==> src/rtl/spi_xfer_arbiter.sv <==
// Round-robin arbiter that hands a single SPI engine to one of NUM_REQ
// requesters at a time, launches the transfer, waits for completion (or a
// timeout) and returns the read word.
module spi_xfer_arbiter #(
  parameter int NUM_REQ     = 4,
  parameter int DATA_W      = 32,
  parameter int TIMEOUT_CYC = 4096
) (
  input  logic                      clk,
  input  logic                      reset_n,
  input  logic [NUM_REQ-1:0]        req,
  input  logic [NUM_REQ*DATA_W-1:0] req_wdata,
  output logic [NUM_REQ-1:0]        grant,
  output logic                      busy,
  output logic                      done,
  output logic                      timeout_err,
  output logic [DATA_W-1:0]         rdata,
  output logic                      spi_go,
  output logic [DATA_W-1:0]         spi_wdata,
  input  logic                      spi_pack_ready,
  input  logic [DATA_W-1:0]         spi_rdata
);

  localparam int IDX_W = (NUM_REQ > 1) ? $clog2(NUM_REQ) : 1;
  localparam int CNT_W = (TIMEOUT_CYC > 2) ? $clog2(TIMEOUT_CYC) : 1;

  typedef enum logic [1:0] {S_IDLE, S_LAUNCH, S_WAIT, S_DONE} state_t;

  state_t           state, state_nxt;
  logic [IDX_W-1:0] last_grant, win_idx, win;
  logic             win_found;
  logic [CNT_W-1:0] cnt;
  logic             err;
  logic             pr_d;
  logic             cpl;

  // falling edge of pack_ready; pr_d resets low so reset release cannot fake one
  assign cpl = pr_d & ~spi_pack_ready;

  assign busy        = (state != S_IDLE);
  assign done        = (state == S_DONE);
  assign timeout_err = done & err;
  assign spi_go      = (state == S_LAUNCH);

  // round-robin pick: first pending requester after last_grant, wrapping
  always_comb begin
    win       = '0;
    win_found = 1'b0;
    for (int k = 1; k <= NUM_REQ; k++) begin
      if (!win_found && req[(int'(last_grant) + k) % NUM_REQ]) begin
        win_found = 1'b1;
        win       = IDX_W'((int'(last_grant) + k) % NUM_REQ);
      end
    end
  end

  // state register
  always_ff @(posedge clk or negedge reset_n) begin
    if (!reset_n) state <= S_IDLE;
    else          state <= state_nxt;
  end

  // next-state logic
  always_comb begin
    state_nxt = state;
    case (state)
      S_IDLE:   if (|req) state_nxt = S_LAUNCH;
      S_LAUNCH: state_nxt = S_WAIT;
      S_WAIT:   if (cpl || cnt == '0) state_nxt = S_DONE;
      S_DONE:   state_nxt = S_IDLE;
      default:  state_nxt = S_IDLE;
    endcase
  end

  // datapath: grant/word latch, timeout counter, read capture, priority pointer.
  // The counter is armed on entry to LAUNCH so it reads TIMEOUT_CYC-1 while
  // spi_go is high; a timeout then lands done exactly TIMEOUT_CYC cycles later.
  always_ff @(posedge clk or negedge reset_n) begin
    if (!reset_n) begin
      pr_d       <= 1'b0;
      grant      <= '0;
      spi_wdata  <= '0;
      rdata      <= '0;
      cnt        <= '0;
      err        <= 1'b0;
      win_idx    <= '0;
      last_grant <= IDX_W'(NUM_REQ - 1);
    end else begin
      pr_d <= spi_pack_ready;
      case (state)
        S_IDLE: begin
          if (|req) begin
            grant     <= NUM_REQ'(1) << win;
            win_idx   <= win;
            spi_wdata <= req_wdata[int'(win)*DATA_W +: DATA_W];
            cnt       <= CNT_W'(TIMEOUT_CYC - 1);
            err       <= 1'b0;
          end
        end
        S_LAUNCH: cnt <= cnt - 1'b1;
        S_WAIT: begin
          if (cpl)              rdata <= spi_rdata;
          else if (cnt == '0)   err   <= 1'b1;
          else                  cnt   <= cnt - 1'b1;
        end
        S_DONE: begin
          last_grant <= win_idx;
          grant      <= '0;
        end
        default: ;
      endcase
    end
  end

endmodule
==> config.mk <==
export PLATFORM = sky130hd
export DESIGN_NAME = spi_xfer_arbiter
export DESIGN_NICKNAME = d
export VERILOG_FILES = /design/src/rtl/spi_xfer_arbiter.sv
export SDC_FILE = /design/constraint.sdc
export NUM_CORES = 1
export LEC_CHECK = 0
export CORE_MARGIN = 2
export CORE_UTILIZATION = 41
export CTS_CLUSTER_SIZE = 24
export DETAILED_ROUTE_END_ITERATION = 7
export PLACE_DENSITY_LB_ADDON = 0.08
export SYNTH_ARGS = -nofsm -noshare
export SYNTH_HDL_FRONTEND = slang
export SYNTH_SLANG_ARGS = --single-unit
export TNS_END_PERCENT = 20
==> constraint.sdc <==
create_clock -name clk -period 2.45 [get_ports clk]
set_input_delay 0.245 -clock clk [delete_from_list [all_inputs] [get_ports clk]]
set_output_delay 0.245 -clock clk [all_outputs]
set_load 0.005 [all_outputs]
==> impl_table.tex <==
\begin{tabular}{lr}
\hline
Metric & Value \\
\hline
\multicolumn{2}{l}{\textbf{Yosys}} \\
\quad Cell area after synthesis & roughly 4700 um2 \\
\quad Adder and majority cell fraction of the synthesized area & 0.0158 \\
\quad Post-synthesis simple-gate area fraction & 0.168 \\
\quad Number of enable flip-flop cells after synthesis & 0 \\
\quad Synthesized area per cell & between 10 and 15 um2 \\
\quad Top cells by area, synth & sky130\_fd\_sc\_hd\_\_dfrtp\_1 45\%, sky130\_fd\_sc\_hd\_\_a211oi\_1 10\%, sky130\_fd\_sc\_hd\_\_mux2\_2 8.1\% \\
\quad Unique masters post-synth & between 40 and 50 \\
\quad Syn Nets & around 650 \\
\quad Proportion of synthesized area in mux cells & 0.153 \\
\quad Share of the yosys chip area belonging to registers & 0.465 \\
\quad Share of the synthesized area in the top cell type & 0.454 \\
\quad Yosys reg bits & 88 \\
\quad Total of warnings raised by yosys & 0 \\
\quad Yosys top cell by area & sky130\_fd\_sc\_hd\_\_dfrtp\_1 \\
\quad Synthesized-area fraction occupied by xor and xnor cells & 0 \\
\quad Dominant register cell in the synthesized netlist & sky130\_fd\_sc\_hd\_\_dfrtp\_1 \\
\quad Proportion of synthesized flip-flops having asynchronous set or reset & 1.00 \\
\quad Area fraction in compound gates after synthesis & 0.161 \\
\quad Post-synthesis instance total & between 400 and 500 \\
\quad Largest family of logic cells by synthesized area & simple AND/OR/NAND/NOR gates \\
\multicolumn{2}{l}{\textbf{CTS}} \\
\quad Clock Root Buffer & sky130\_fd\_sc\_hd\_\_clkbuf\_16 \\
\quad Post-cts repair resize count & 0 \\
\quad Sink Count & slightly below 90 \\
\quad Clock transition time at the flip-flop clock pins of the worst setup and hold paths & approximately 0.07 ns \\
\quad TritonCTS buffer count & 9 \\
\quad Maximum root-to-sink buffer count & 2 \\
\quad H-tree depth & 3 \\
\quad Clock latency on the worst-skew pair & about 0.34 ns \\
\quad CTS tree & built \\
\multicolumn{2}{l}{\textbf{Cells and area}} \\
\quad Antenna Diode Count & 0 \\
\quad Fraction of final layout cells with drive strength greater than 1 & 0.131 \\
\quad Growth of design area from synthesis to finish & 61.9\% \\
\quad Commonest non-fill, non-tap cells in the layout & 237 x sky130\_fd\_sc\_hd\_\_clkdlybuf4s50\_1, 86 x sky130\_fd\_sc\_hd\_\_dfrtp\_1, 64 x sky130\_fd\_sc\_hd\_\_a211oi\_1 \\
\quad Most common cell after layout, fill and taps aside & sky130\_fd\_sc\_hd\_\_clkdlybuf4s50\_1 \\
\quad Final-stage net count & a little under 900 \\
\multicolumn{2}{l}{\textbf{STA}} \\
\quad Share of the clock period used by the worst path after layout & 0.927 \\
\quad Relative slew slack & 0.654 \\
\quad Slew of the pin with the lowest slew margin & just over 0.5 ns \\
\quad RSZ-0062 raised after global routing & no \\
\quad Aggregate negative setup slack & 0 ns \\
\quad Final min period & between 2 and 2.5 ns \\
\quad Highest clock frequency the design can meet & roughly 0.44 GHz \\
\quad Final setup violation count & 0 \\
\quad Hold slack final & 0.411 ns \\
\quad Hold violation count in the final report & 0 \\
\quad Slew Limit Fails & 0 \\
\quad Worst Skew & 0.00680 ns \\
\multicolumn{2}{l}{\textbf{Placed design}} \\
\quad Buffers on Ports & around 240 \\
\quad Final weighted congestion of routability-driven global placement & a little over 0.8 \\
\quad DP Wirelength & 11,500 um \\
\multicolumn{2}{l}{\textbf{Die}} \\
\quad Initial Utilization & 0.417 \\
\quad Chip Height & between 100 and 150 um \\
\quad Horizontal die dimension & between 100 and 150 um \\
\quad Area of the die & between 10,000 and 15,000 um2 \\
\quad Row count & 39 \\
\quad Top-level port count & roughly 240 \\
\quad Core Region & between 10,000 and 15,000 um2 \\
\multicolumn{2}{l}{\textbf{Worst setup path}} \\
\quad RR Endpoint & cnt[8] \\
\quad Cell chain of the critical path & inv\_1, ha\_1, or3b\_2, or3\_1, nor3\_1, nand4\_1, o221a\_2 \\
\quad Type of element capturing the critical path & flop \\
\quad Critical-path cell with the highest stage delay & sky130\_fd\_sc\_hd\_\_or3b\_2 \\
\quad Kind of start point of the critical path & flop \\
\quad Kind of critical path & reg -> reg \\
\quad Data arrival at the endpoint of the critical path & about 2.5 ns \\
\quad Cell count of the worst reg-to-reg path & 7 \\
\quad Reg-to-Reg Start & cnt[0] \\
\quad Worst EP required & 2.67 ns \\
\quad Critical Path Fanout Max & 6 \\
\quad Worst-case register-to-register setup slack & around 0.18 ns \\
\quad Delay of the slowest cell on the worst path & roughly 0.48 ns \\
\multicolumn{2}{l}{\textbf{Route}} \\
\quad Per-cell via count in the routed design & 5.45 \\
\quad Number of antenna-violating nets in the routed design & 0 \\
\quad Router iterations before antenna repair & 4 \\
\quad Total number of vias & between 4,000 and 5,000 \\
\quad Initial drt markers & 359 \\
\quad Routed wire per std cell & 18.4 um \\
\quad Post-detailed-route DRC marker count & 0 \\
\quad Total routed wirelength & around 16,000 um \\
\multicolumn{2}{l}{\textbf{GRT}} \\
\quad GR Util All Layers & 0.255 \\
\quad Largest net degree at the start of global routing & 38 \\
\quad Antenna violations before repair & 0 \\
\quad First-pass GRT wire length & 25,600 um \\
\quad Via count of the first global-routing pass & 4,790 \\
\quad Aggregate global routing overflow & 0 \\
\multicolumn{2}{l}{\textbf{Hold path}} \\
\quad Class of the most critical hold timing path & in -> async \\
\multicolumn{2}{l}{\textbf{Power}} \\
\quad Static leakage & 3.08 nW \\
\quad Maximum resistive drop on vdd & around 0.00066 V \\
\quad Overall power after layout & 0.00820 W \\
\quad Power per Cell Area & between 1000 and 1500 nW/um2 \\
\multicolumn{2}{l}{\textbf{Job}} \\
\quad Reported max-cap violation count & 0 \\
\multicolumn{2}{l}{\textbf{Run status}} \\
\quad Status & complete, no violations \\
\hline
\end{tabular}
power breakdown:
group          leakage [nW]  switching [W]  internal, W
Combinational          1.95        0.00196      0.00234
Clock                 0.139       0.000595     0.000797
Sequential            0.987       0.000378      0.00212
synth_stat cells (2+ instances only):
cell type / instances
sky130_fd_sc_hd__a211oi_1: 64
sky130_fd_sc_hd__o221a_2: 6
sky130_fd_sc_hd__buf_2: 7
sky130_fd_sc_hd__clkbuf_1: 25
sky130_fd_sc_hd__nand4_1: 6
sky130_fd_sc_hd__nor2b_1: 3
sky130_fd_sc_hd__or3b_2: 2
sky130_fd_sc_hd__a221oi_1: 3
sky130_fd_sc_hd__buf_4: 3
sky130_fd_sc_hd__nand3b_1: 2
sky130_fd_sc_hd__nor4_1: 3
sky130_fd_sc_hd__mux2i_1: 34
sky130_fd_sc_hd__o21ai_0: 4
sky130_fd_sc_hd__dfstp_2: 2
sky130_fd_sc_hd__nand2_1: 41
sky130_fd_sc_hd__nand2b_1: 11
sky130_fd_sc_hd__a21oi_1: 18
sky130_fd_sc_hd__nor3_1: 35
sky130_fd_sc_hd__or3_1: 4
sky130_fd_sc_hd__dfrtp_1: 86
sky130_fd_sc_hd__nor2_1: 45
sky130_fd_sc_hd__inv_1: 7
sky130_fd_sc_hd__ha_1: 6
sky130_fd_sc_hd__nand3_1: 3
sky130_fd_sc_hd__o21ai_1: 2
sky130_fd_sc_hd__mux2_2: 34
sky130_fd_sc_hd__a31oi_1: 2
sequential cells by signal, indices dropped and copies added, names as in the netlist, 2 cells and up:
register	count
rdata	32
spi_wdata	32
cnt	12
grant	4
last_grant	2
state	2
win_idx	2
worst max-delay path, delay by kind of cell, from the launching register on:
family	cells	cell delay, ns
compound gates	1	0.15
fa+ha+maj	1	0.20
buf+inv	1	0.11
simple gates	4	1.26
flops	1	0.44
area by class of cell:
class | count | area, um2
clock inverters | 6 | 67.6
inverters | 7 | 26.3
well taps | 143 | 179
clock buffers | 10 | 229
multi-input cells | 343 | 2370
fillers | 917 | 3700
flip-flops and latches | 88 | 2200
repair buffers | 261 | 2590
how the worst max path moves through the flow:
stage,start,endpoint,slack [ns],cells past startpoint
final,cnt[0],cnt[8],0.18,7
after global routing,cnt[0],cnt[10],0.02,7
after CTS,cnt[0],cnt[10],0.19,7
after detailed placement,req[1],spi_wdata[13],0.10,6
after global placement,req[1],spi_wdata[2],0.24,6
after floorplan,cnt[0],cnt[8],0.43,7
cell families after synthesis:
group                      count (synthesis)
AOI/OAI and AO/OA                        105
and+or+nand+nor                          164
buffers and inverters                     42
DFF                                       88
muxes                                     68
adders and majority gates                  6
timing repair:
item | CTS | global route
hold buffers | 1 | 0
endpoints found under the hold margin | 33 | 0
endpoints found under the setup margin | 0 | 0
buffers inserted | 0 | 0
metrics by stage:
| stage | cells | utilization | cell area [um2] | setup WS [ns] |
|---|---|---|---|---|
| after floorplan | 473 | - | 4740 | 0.433 |
| after global placement | 841 | 0.648 | 7370 | 0.244 |
| after detailed placement | 841 | 0.648 | 7370 | 0.101 |
| after CTS | 858 | 0.675 | 7670 | 0.188 |
| after global routing | 858 | 0.675 | 7670 | 0.0219 |
| final | 858 | 0.675 | 7670 | 0.179 |
layer usage:
layer	vias to the layer above	part of all wire	GRT usage
met2	198	0.50	0.424
met1	2228	0.40	0.329
li1	2214	-	-
met4	0	0.028	0.0889
met5	-	0	0
met3	36	0.075	0.0572
(Power assumes the default switching activity.)
